[config.mk]
export PLATFORM = sky130hd
export DESIGN_NAME = input_capture
export DESIGN_NICKNAME = d
export VERILOG_FILES = /design/src/rtl/proj2_pkg.sv /design/src/rtl/input_capture_debounce.sv /design/src/rtl/input_capture.sv
export SDC_FILE = /design/constraint.sdc
export NUM_CORES = 1
export LEC_CHECK = 0
export CAP_MARGIN = 20
export CORE_AREA = 2 2 58 114
export CTS_CLUSTER_SIZE = 24
export DETAILED_ROUTE_END_ITERATION = 7
export DIE_AREA = 0 0 60 116
export SLEW_MARGIN = 20
export SYNTH_ARGS = -nofsm -noshare
export SYNTH_HDL_FRONTEND = slang
export SYNTH_SLANG_ARGS = --single-unit
[constraint.sdc]
create_clock -name CLK -period 3.6 [get_ports CLK]
set_input_delay 0.36 -clock CLK [delete_from_list [all_inputs] [get_ports CLK]]
set_output_delay 0.36 -clock CLK [all_outputs]
set_load 0.01 [all_outputs]
[src/rtl/proj2_pkg.sv]
// Definitions shared by the input capture, display and register file blocks.
// The bus word width lives here so every block agrees on it.
package proj2_pkg;

    localparam int DATA_W = 10;

    typedef enum logic [1:0] {
        IDLE,
        PRESENT,
        WAIT_REL
    } cap_state_t;

endpackage

[src/rtl/input_capture_debounce.sv]
// Single-bit synchronizer plus debouncer for an active-low button.
// Emits the stable level and one-cycle pulses on each stable transition.
module debounce #(
    parameter int DB_CYCLES   = 500000,
    parameter int SYNC_STAGES = 2
) (
    input  logic clk_i,
    input  logic rst_i,
    input  logic raw_i,
    output logic stable_o,
    output logic press_pulse_o,
    output logic release_pulse_o
);

    localparam int CW = $clog2(DB_CYCLES);
    localparam logic [CW-1:0] LAST_COUNT = CW'(DB_CYCLES - 1);

    logic [SYNC_STAGES-1:0] sync_q;
    logic                   stableLevel_q, stableLevel_d;
    logic [CW-1:0]          count_q, count_d;
    logic                   pressPulse_q, pressPulse_d;
    logic                   releasePulse_q, releasePulse_d;
    logic                   synced;

    assign synced = sync_q[SYNC_STAGES-1];

    // Synchronizer resets to 1 so a released button looks idle straight out of reset.
    always_ff @(posedge clk_i) begin
        if (rst_i) begin
            sync_q         <= '1;
            stableLevel_q  <= 1'b1;
            count_q        <= '0;
            pressPulse_q   <= 1'b0;
            releasePulse_q <= 1'b0;
        end else begin
            sync_q         <= {sync_q[SYNC_STAGES-2:0], raw_i};
            stableLevel_q  <= stableLevel_d;
            count_q        <= count_d;
            pressPulse_q   <= pressPulse_d;
            releasePulse_q <= releasePulse_d;
        end
    end

    // Pulses are registered alongside the level flip so they line up with the new level.
    always_comb begin
        stableLevel_d  = stableLevel_q;
        count_d        = '0;
        pressPulse_d   = 1'b0;
        releasePulse_d = 1'b0;
        if (synced != stableLevel_q) begin
            if (count_q == LAST_COUNT) begin
                stableLevel_d  = synced;
                pressPulse_d   = ~synced;
                releasePulse_d = synced;
            end else begin
                count_d = count_q + CW'(1);
            end
        end
    end

    assign stable_o        = stableLevel_q;
    assign press_pulse_o   = pressPulse_q;
    assign release_pulse_o = releasePulse_q;

endmodule

[src/rtl/input_capture.sv]
// Bus input side: debounces the execute button, snapshots the switches on each
// clean press and offers the word to the controller through VALID/ACK.
module input_capture #(
    parameter int DATA_W      = proj2_pkg::DATA_W,
    parameter int DB_CYCLES   = 500000,
    parameter int SYNC_STAGES = 2
) (
    input  logic              CLK,
    input  logic              RST,
    input  logic [DATA_W-1:0] SW,
    input  logic              EXECb,
    input  logic              ACK,
    output logic [DATA_W-1:0] DATA,
    output logic              VALID,
    output logic              PRESSED,
    output logic              OVR
);

    import proj2_pkg::*;

    logic [DATA_W-1:0] swSync_q [SYNC_STAGES];
    logic              stableLevel;
    logic              pressEvent;
    logic              releaseEvent;

    cap_state_t        state_q, state_d;
    logic [DATA_W-1:0] data_q, data_d;
    logic              valid_q, valid_d;
    logic              ovr_q, ovr_d;

    debounce #(
        .DB_CYCLES  (DB_CYCLES),
        .SYNC_STAGES(SYNC_STAGES)
    ) u_debounce (
        .clk_i          (CLK),
        .rst_i          (RST),
        .raw_i          (EXECb),
        .stable_o       (stableLevel),
        .press_pulse_o  (pressEvent),
        .release_pulse_o(releaseEvent)
    );

    always_ff @(posedge CLK) begin
        if (RST) begin
            for (int i = 0; i < SYNC_STAGES; i++) swSync_q[i] <= '0;
        end else begin
            swSync_q[0] <= SW;
            for (int i = 1; i < SYNC_STAGES; i++) swSync_q[i] <= swSync_q[i-1];
        end
    end

    always_ff @(posedge CLK) begin
        if (RST) begin
            state_q <= IDLE;
            data_q  <= '0;
            valid_q <= 1'b0;
            ovr_q   <= 1'b0;
        end else begin
            state_q <= state_d;
            data_q  <= data_d;
            valid_q <= valid_d;
            ovr_q   <= ovr_d;
        end
    end

    // A press while a word is still pending only flags overrun; the pending word is kept.
    always_comb begin
        state_d = state_q;
        data_d  = data_q;
        valid_d = valid_q;
        ovr_d   = ovr_q;
        case (state_q)
            IDLE: begin
                if (pressEvent) begin
                    data_d  = swSync_q[SYNC_STAGES-1];
                    valid_d = 1'b1;
                    state_d = PRESENT;
                end
            end
            PRESENT: begin
                if (pressEvent) ovr_d = 1'b1;
                if (ACK) begin
                    valid_d = 1'b0;
                    state_d = stableLevel ? IDLE : WAIT_REL;
                end
            end
            WAIT_REL: begin
                if (releaseEvent) state_d = IDLE;
            end
            default: state_d = IDLE;
        endcase
    end

    assign DATA    = data_q;
    assign VALID   = valid_q;
    assign PRESSED = ~stableLevel;
    assign OVR     = ovr_q;

endmodule

## Word-level counts from Yosys, hierarchy flattened

Memories as Yosys holds them, arrays and structs flattened. A register that Yosys moved wholly into a read port is not among the register bits.
Index checks and enable logic that the tools add are counted.

- Bits in registers: 28
- Memory bits (writable): 20
- Input port bits: 14
- Output and inout port bits: 13
- Word-level logic and storage cells: 45
- Memories: 1

- Add/subtract/negate cells: 1
- Equality and inequality tests: 7
- Mux-type cells: 13
- Bitwise operators: 6
- Reductions and logical operators: 9

Memories:

| memory | words | bits a word | rd ports | clocked after Yosys merged registers in | write ports | RTL line | source |
|---|---|---|---|---|---|---|---|
| swSync_q | 2 | 10 | 2 | 1 | 2 | input_capture.sv:21 | `logic [DATA_W-1:0] swSync_q [SYNC_STAGES];` |

Operator list:

| operator | count |
|---|---|
| $mux 10 | 2 |
| $add 19x1->19 const B | 1 |
| $eq 19x19->1 const B | 1 |
| $mux 2 | 4 |
| $pmux 2 s3 | 1 |
| $reduce_and 2->1 | 3 |
| $reduce_and 3->1 | 2 |
| $reduce_or 3->1 | 2 |
| $mux 1 | 5 |
| $ne 2x1->1 const B | 2 |
| $not 1->1 | 4 |
| $eq 2x1->1 const B | 1 |
| $eq 2x2->1 const B | 1 |
| $logic_not 2->1 | 1 |
| $ne 2x2->1 const B | 1 |
| $or 1x1->1 | 2 |
| $pmux 1 s2 | 1 |
| $reduce_bool 2->1 | 1 |
| $ne 1x1->1 | 1 |

## Depth between registers and ports, before layout

Gate-level depths: netlist (run 1).

- Depth in word-level cells: 3
- Mapped depth: 6
- Mapped depth without buffers: 5

## Modules after synthesis

From an unflattened synthesis (run 1), not the netlist that was laid out.

- Cells, all modules: 215
- Area, all modules: 2192.1 sq um

By module, submodules not included:

| module | instances | cells each | area each (sq um) | sequential area each (sq um) |
|---|---|---|---|---|
| input_capture | 1 | 104 | 1168.6 | 680.7 |
| debounce | 1 | 111 | 1023.5 | 480.5 |

## Worst setup path after synthesis (run 1)

No wires, ideal clock.

- Path kind: register to register
- From: reg u_debounce.count_q[9]
- To: reg u_debounce.count_q[11]
- Setup time: 0.115 ns
- Arrival: 1.843 ns
- Required time: 3.485 ns
- Setup slack: 1.643 ns
- Cell stages (with the launch flop): 6
- Buffers on the path: 1
- Clock period less this slack: 1.957 ns
- Path through: dfxtp_1 or4_1 or4_4 o21ai_4 buf_6 nor2_1

- Cells in the longest elaborated chain, start to end: 2
- Elaborated cells between the ends (all ways): 3
- Classes of those cells: add/sub (1); eq/ne (1); reduce/logical (1)

Ends and longest elaborated chain:

| item | RTL line | source |
|---|---|---|
| start: declaration | input_capture_debounce.sv:20 | `logic [CW-1:0] count_q, count_d;` |
| start signal: assignment | input_capture_debounce.sv:38 | `count_q <= count_d;` |
| parallel branches: the longest is 2 deep, another holds $add 19x1->19 | -- |  |

Parallel ways; which one is timed is not known.
A chain may end at the register's enable or synchronous reset.

## Final worst setup path (run 1)

- From: reg u_debounce.count_q[9]
- To: reg u_debounce.count_q[18]

Same word-level chain as after synthesis.

==> impl_metrics.json, run 1 <==
{
  "syn_area_per_cell_sq_um": 9.91,
  "fin_nets": 255,
  "crit_family": "simple AND/OR/NAND/NOR gates",
  "vias": 1495,
  "final.period_utilization_pct": 59.1,
  "clockRootBuffer": "clkbuf_16",
  "critPathMaxFanout": 18,
  "dieArea_sq_mm": 0.00696,
  "slew_headroom_pct": 63.9,
  "hold_viol": 0,
  "routabilityCongestion": 0.742,
  "critPathCaptureType": "flip-flop",
  "wire_per_inst_um": 11.5,
  "cts_setup_buffers": 0,
  "ys_seq_area_share_pct": 56.1,
  "cts.sinks": 58,
  "ys_seq_elements": 58,
  "num_io_pins": 27,
  "rows": 40,
  "postRouteAntennaNets": 0,
  "grt_pass1_wl_um": 6580,
  "reg2reg_slack_ps": 1470,
  "hold_buffers": 0,
  "netlist.area_leader.share_pct": 56.1,
  "leakage_nw": 0.952,
  "yosys_warnings": 0,
  "slowest_stage": "or4_4",
  "diodes": 0,
  "wl_um": 3790,
  "cp_num_buf_inv": 0,
  "drc": 0,
  "cts_resized": 0,
  "cp.required_ps": 3780,
  "vias_per_cell": 4.54,
  "synth_area_leaders": "dfxtp_1 56%, nor2b_1 6.6%, nor2_1 5.8%",
  "power.density_mw_per_mm2": 581,
  "path_cells": "or4_1 -> or4_4 -> o21ai_4 -> a21oi_1",
  "initial_core_util_pct": 34.2,
  "drive_gt1_share_pct": 8.98,
  "grt_pass1_vias": 1445,
  "clk_latency_ps": 320,
  "synth_top_flop_cell": "dfxtp_1",
  "tns_ps": 0,
  "cts_tree": "done",
  "peakVddDrop_uv": 285,
  "area_growth_pct": 32.0,
  "cap_violations": 0,
  "grt_start_max_net_pins": 25,
  "synth_edf_count": 0,
  "grt-ovfl-total": 0,
  "synth_area_sq_mm": 0.00207,
  "placeableCoreArea_sq_mm": 0.00606,
  "fmax_mhz": 470,
  "status": "finished, final reports clean",
  "critical_path_arrival_ps": 2310,
  "crit_path_max_incr_delay_ps": 580,
  "hp-class": "reg2reg",
  "synth.largest_area_cell": "dfxtp_1",
  "syn_nets": 224,
  "worst_pin_slew_ps": 540,
  "clk_pin_slew_ps": 50,
  "dpl.hpwl_um": 2600,
  "holdWs_ps": 408,
  "clockBufferDepth": 2,
  "seqCellArea_sq_mm": 0.00116,
  "dr.pass1.iters": 4,
  "drv_slew": 0,
  "track_usage_pct": 12.8,
  "syn_inst": 209,
  "drtIter0Drc": 94,
  "crit_type": "reg2reg",
  "die_w_um": 60,
  "cts_buffers": 9,
  "port_buffers": 26,
  "synthDistinctLibCells": 30,
  "die_h_um": 116,
  "antenna_found_initial": 0,
  "multi_input_comb_area_sq_um": 842,
  "fillCellCount": 572,
  "setup_violations": 0,
  "finalCriticalPeriod_ps": 2130,
  "rsz0062_at_grt": "false",
  "worst_setup_path_start_kind": "flip-flop",
  "async_flop_share_pct": 0,
  "htree_levels": 3,
  "fin_skew_ps": 4.50,
  "final_cell_mix": "58 x dfxtp_1, 32 x nor2_1, 26 x clkdlybuf4s50_1",
  "layout_commonest_cell": "dfxtp_1"
}
## kinds of logic after synthesis
logic type               after synthesis  synth area share [%]
multiplexers                          10                  4.83
XOR/XNOR                              15                  6.34
buffers and inverters                 16                  3.26
flip-flops                            58                  56.1
AO/OA/AOI/OAI                         15                  4.71
AND/OR/NAND/NOR                       94                  24.2
adder cells (fa/ha/maj)                1                 0.604
## worst paths after layout
path / startpoint / end / depth (start not counted)
setup reg to reg: u_debounce.count_q[9]$_SDFF_PP0_ / u_debounce.count_q[18]$_SDFF_PP0_ / 4
setup / recovery: u_debounce.count_q[9]$_SDFF_PP0_ / u_debounce.count_q[18]$_SDFF_PP0_ / 4
hold reg to reg: u_debounce.sync_q[0]$_SDFF_PP1_ / u_debounce.sync_q[1]$_SDFF_PP1_ / 1
hold / removal: u_debounce.sync_q[0]$_SDFF_PP1_ / u_debounce.sync_q[1]$_SDFF_PP1_ / 1
## cell type report
cell class / instances / share of cell area, %
clock buffers: 11 / 8.88
clock inverters: 5 / 2.84
inverters: 8 / 1.10
multi-input cells: 135 / 30.8
flip-flops and latches: 58 / 42.5
well taps: 84 / 3.84
repair buffers: 28 / 10.1
## report_power, final
group	internal, mW	switching (mW)
registers	0.655	0.00271
clock network	0.621	0.278
logic	0.0199	0.0125
## synthesized netlist by cell type, types with 3 or more instances
| cell | count |
|---|---|
| nand2_1 | 5 |
| inv_1 | 8 |
| clkbuf_1 | 6 |
| a21oi_1 | 6 |
| nor3_1 | 4 |
| or2_2 | 3 |
| nor4_1 | 4 |
| mux2i_1 | 10 |
| nand3_1 | 6 |
| o21ai_0 | 4 |
| nor2b_1 | 22 |
| xnor2_1 | 10 |
| and3_1 | 3 |
| or4_1 | 3 |
| nand4_1 | 6 |
| nor2_1 | 32 |
| xor2_1 | 5 |
| dfxtp_1 | 58 |
## state kept, by name, summed over array words and instances, names as in the netlist
register                    cells
VALID                           1
OVR                             1
u_debounce.release_pulse_o      1
DATA                           10
state_q                         2
swSync_q                       20
u_debounce.sync_q               2
u_debounce.press_pulse_o        1
u_debounce.count_q             19
u_debounce.stable_o             1
## per-layer routing
layer | up-vias | wire (um) | track usage, %
met5 | - | 0 | 0
met4 | 0 | 147 | 8.59
met3 | 12 | 134 | 4.46
met2 | 38 | 1970 | 20.5
met1 | 683 | 1540 | 13.8
li1 | 762 | - | -
## per-stage QoR
stage / worst slack [ps] / cells / power (mW) / util (%) / area (sq um)
after detailed placement: 1480 / 313 / 0.704 / 39.9 / 2410
after global placement: 1510 / 313 / 0.703 / 39.9 / 2410
after CTS: 1470 / 329 / 1.61 / 45.1 / 2730
after floorplan: 1640 / 209 / 0.686 / - / 2070
after global routing: 1340 / 329 / 1.64 / 45.1 / 2730
final: 1470 / 329 / 1.59 / 45.1 / 2730
Note: power is estimated with default switching activity, not from simulation.
==> inputs of run 2 (changes only) <==
==> constraint.sdc (replaced) <==
create_clock -name CLK -period 2.2 [get_ports CLK]
set_input_delay 0.22 -clock CLK [delete_from_list [all_inputs] [get_ports CLK]]
set_output_delay 0.22 -clock CLK [all_outputs]
set_load 0.01 [all_outputs]
==> impl_metrics.json, run 2 (synthesis gave the netlist of run 1 again) <==
{
  "path_cells": "or4_1 -> or4_4 -> o21ai_4 -> buf_12 -> a21oi_1",
  "tns_ps": 0,
  "wl_um": 3890,
  "diodes": 0,
  "slowest_stage": "or4_4",
  "final_cell_mix": "58 x dfxtp_1, 32 x nor2_1, 26 x clkdlybuf4s50_1",
  "peakVddDrop_uv": 508,
  "slew_headroom_pct": 69.6,
  "path_depth": 5,
  "final.period_utilization_pct": 89.8,
  "hold_depth": 1,
  "area_growth_pct": 33.7,
  "crit_family": "simple AND/OR/NAND/NOR gates",
  "cts_setup_buffers": 0,
  "leakage_nw": 0.978,
  "fmax_mhz": 506,
  "clk_pin_slew_ps": 50,
  "htree_levels": 3,
  "hold_viol": 0,
  "hold_buffers": 0,
  "clockBufferDepth": 2,
  "cts_buffers": 9,
  "setup_violations": 0,
  "fin_skew_ps": 4.00,
  "placeableCoreArea_sq_mm": 0.00606,
  "track_usage_pct": 12.9,
  "cts_tree": "done",
  "reg2regPathDepth": 5,
  "grt_pass1_wl_um": 6460,
  "cap_violations": 0,
  "wire_per_inst_um": 11.7,
  "num_io_pins": 27,
  "finalCriticalPeriod_ps": 1980,
  "grt-ovfl-total": 0,
  "critical_path_arrival_ps": 2170,
  "antenna_found_initial": 0,
  "critPathCaptureType": "flip-flop",
  "layout_commonest_cell": "dfxtp_1",
  "die_w_um": 60,
  "drv_slew": 0,
  "routabilityCongestion": 0.754,
  "postRouteAntennaNets": 0,
  "cp_num_buf_inv": 1,
  "grt_start_max_net_pins": 26,
  "cts.sinks": 58,
  "vias_per_cell": 4.50,
  "place_ws_ps": 224,
  "vias": 1497,
  "clk_latency_ps": 320,
  "dpl.hpwl_um": 2810,
  "crit_type": "reg2reg",
  "clockRootBuffer": "clkbuf_16",
  "cts_resized": 0,
  "design_area_sq_mm": 0.00277,
  "grt_pass1_vias": 1461,
  "worst_setup_path_start_kind": "flip-flop",
  "port_buffers": 26,
  "dieArea_sq_mm": 0.00696,
  "drc": 0,
  "fin_nets": 260,
  "power.density_mw_per_mm2": 909,
  "largest_register": "swSync_q",
  "multi_input_comb_area_sq_um": 842,
  "cp.required_ps": 2400,
  "place_area_sq_mm": 0.00246,
  "crit_path_max_incr_delay_ps": 580,
  "initial_core_util_pct": 34.2,
  "timing.final.ws_setup_ps": 224,
  "drive_gt1_share_pct": 10.4,
  "critPathMaxFanout": 18,
  "rows": 40,
  "status": "finished, final reports clean",
  "largest_reg_flops": 20,
  "drtIter0Drc": 60,
  "worst_pin_slew_ps": 453,
  "seqCellArea_sq_mm": 0.00116,
  "die_h_um": 116,
  "fillCellCount": 579,
  "dr.pass1.iters": 4,
  "rsz0062_at_grt": "false",
  "hp-class": "reg2reg"
}
-- run 2: worst paths after layout --
path	slack, ps	start	end
worst max-delay path	220	u_debounce.count_q[9]$_SDFF_PP0_	u_debounce.count_q[17]$_SDFF_PP0_
worst min-delay path	420	u_debounce.sync_q[0]$_SDFF_PP1_	u_debounce.sync_q[1]$_SDFF_PP1_
worst max register to register	220	u_debounce.count_q[9]$_SDFF_PP0_	u_debounce.count_q[17]$_SDFF_PP0_
worst min register to register	420	u_debounce.sync_q[0]$_SDFF_PP1_	u_debounce.sync_q[1]$_SDFF_PP1_
-- run 2: report_power, final --
group          switching (mW)  internal, mW  leakage [nW]
clock network           0.426         0.957         0.152
registers             0.00496          1.07         0.472
logic                  0.0215        0.0356         0.354
total                   0.453          2.07         0.978
-- run 2: cell type report --
class | instances | area share, %
Sequential cell | 58 | 41.9
Multi-Input combinational cell | 135 | 30.4
Timing Repair Buffer | 33 | 11.7
Clock buffer | 13 | 9.76
Tap cell | 84 | 3.80
Clock inverter | 2 | 1.27
Inverter | 8 | 1.08
-- run 2: through the flow --
step	std cells	power, mW	utilization (%)	hold WS (ps)
final	333	2.52	45.7	419
after global routing	333	2.61	45.7	435
after CTS	333	2.55	45.7	420
after detailed placement	318	1.16	40.7	405
after global placement	318	1.16	40.7	400
after floorplan	209	1.12	-	324
-- run 2: per-layer routing --
layer	global-route usage (%)	routed length (um)
met1	12.1	1480
met2	22.7	2170
met3	5.25	165
met4	7.56	71
met5	0	0
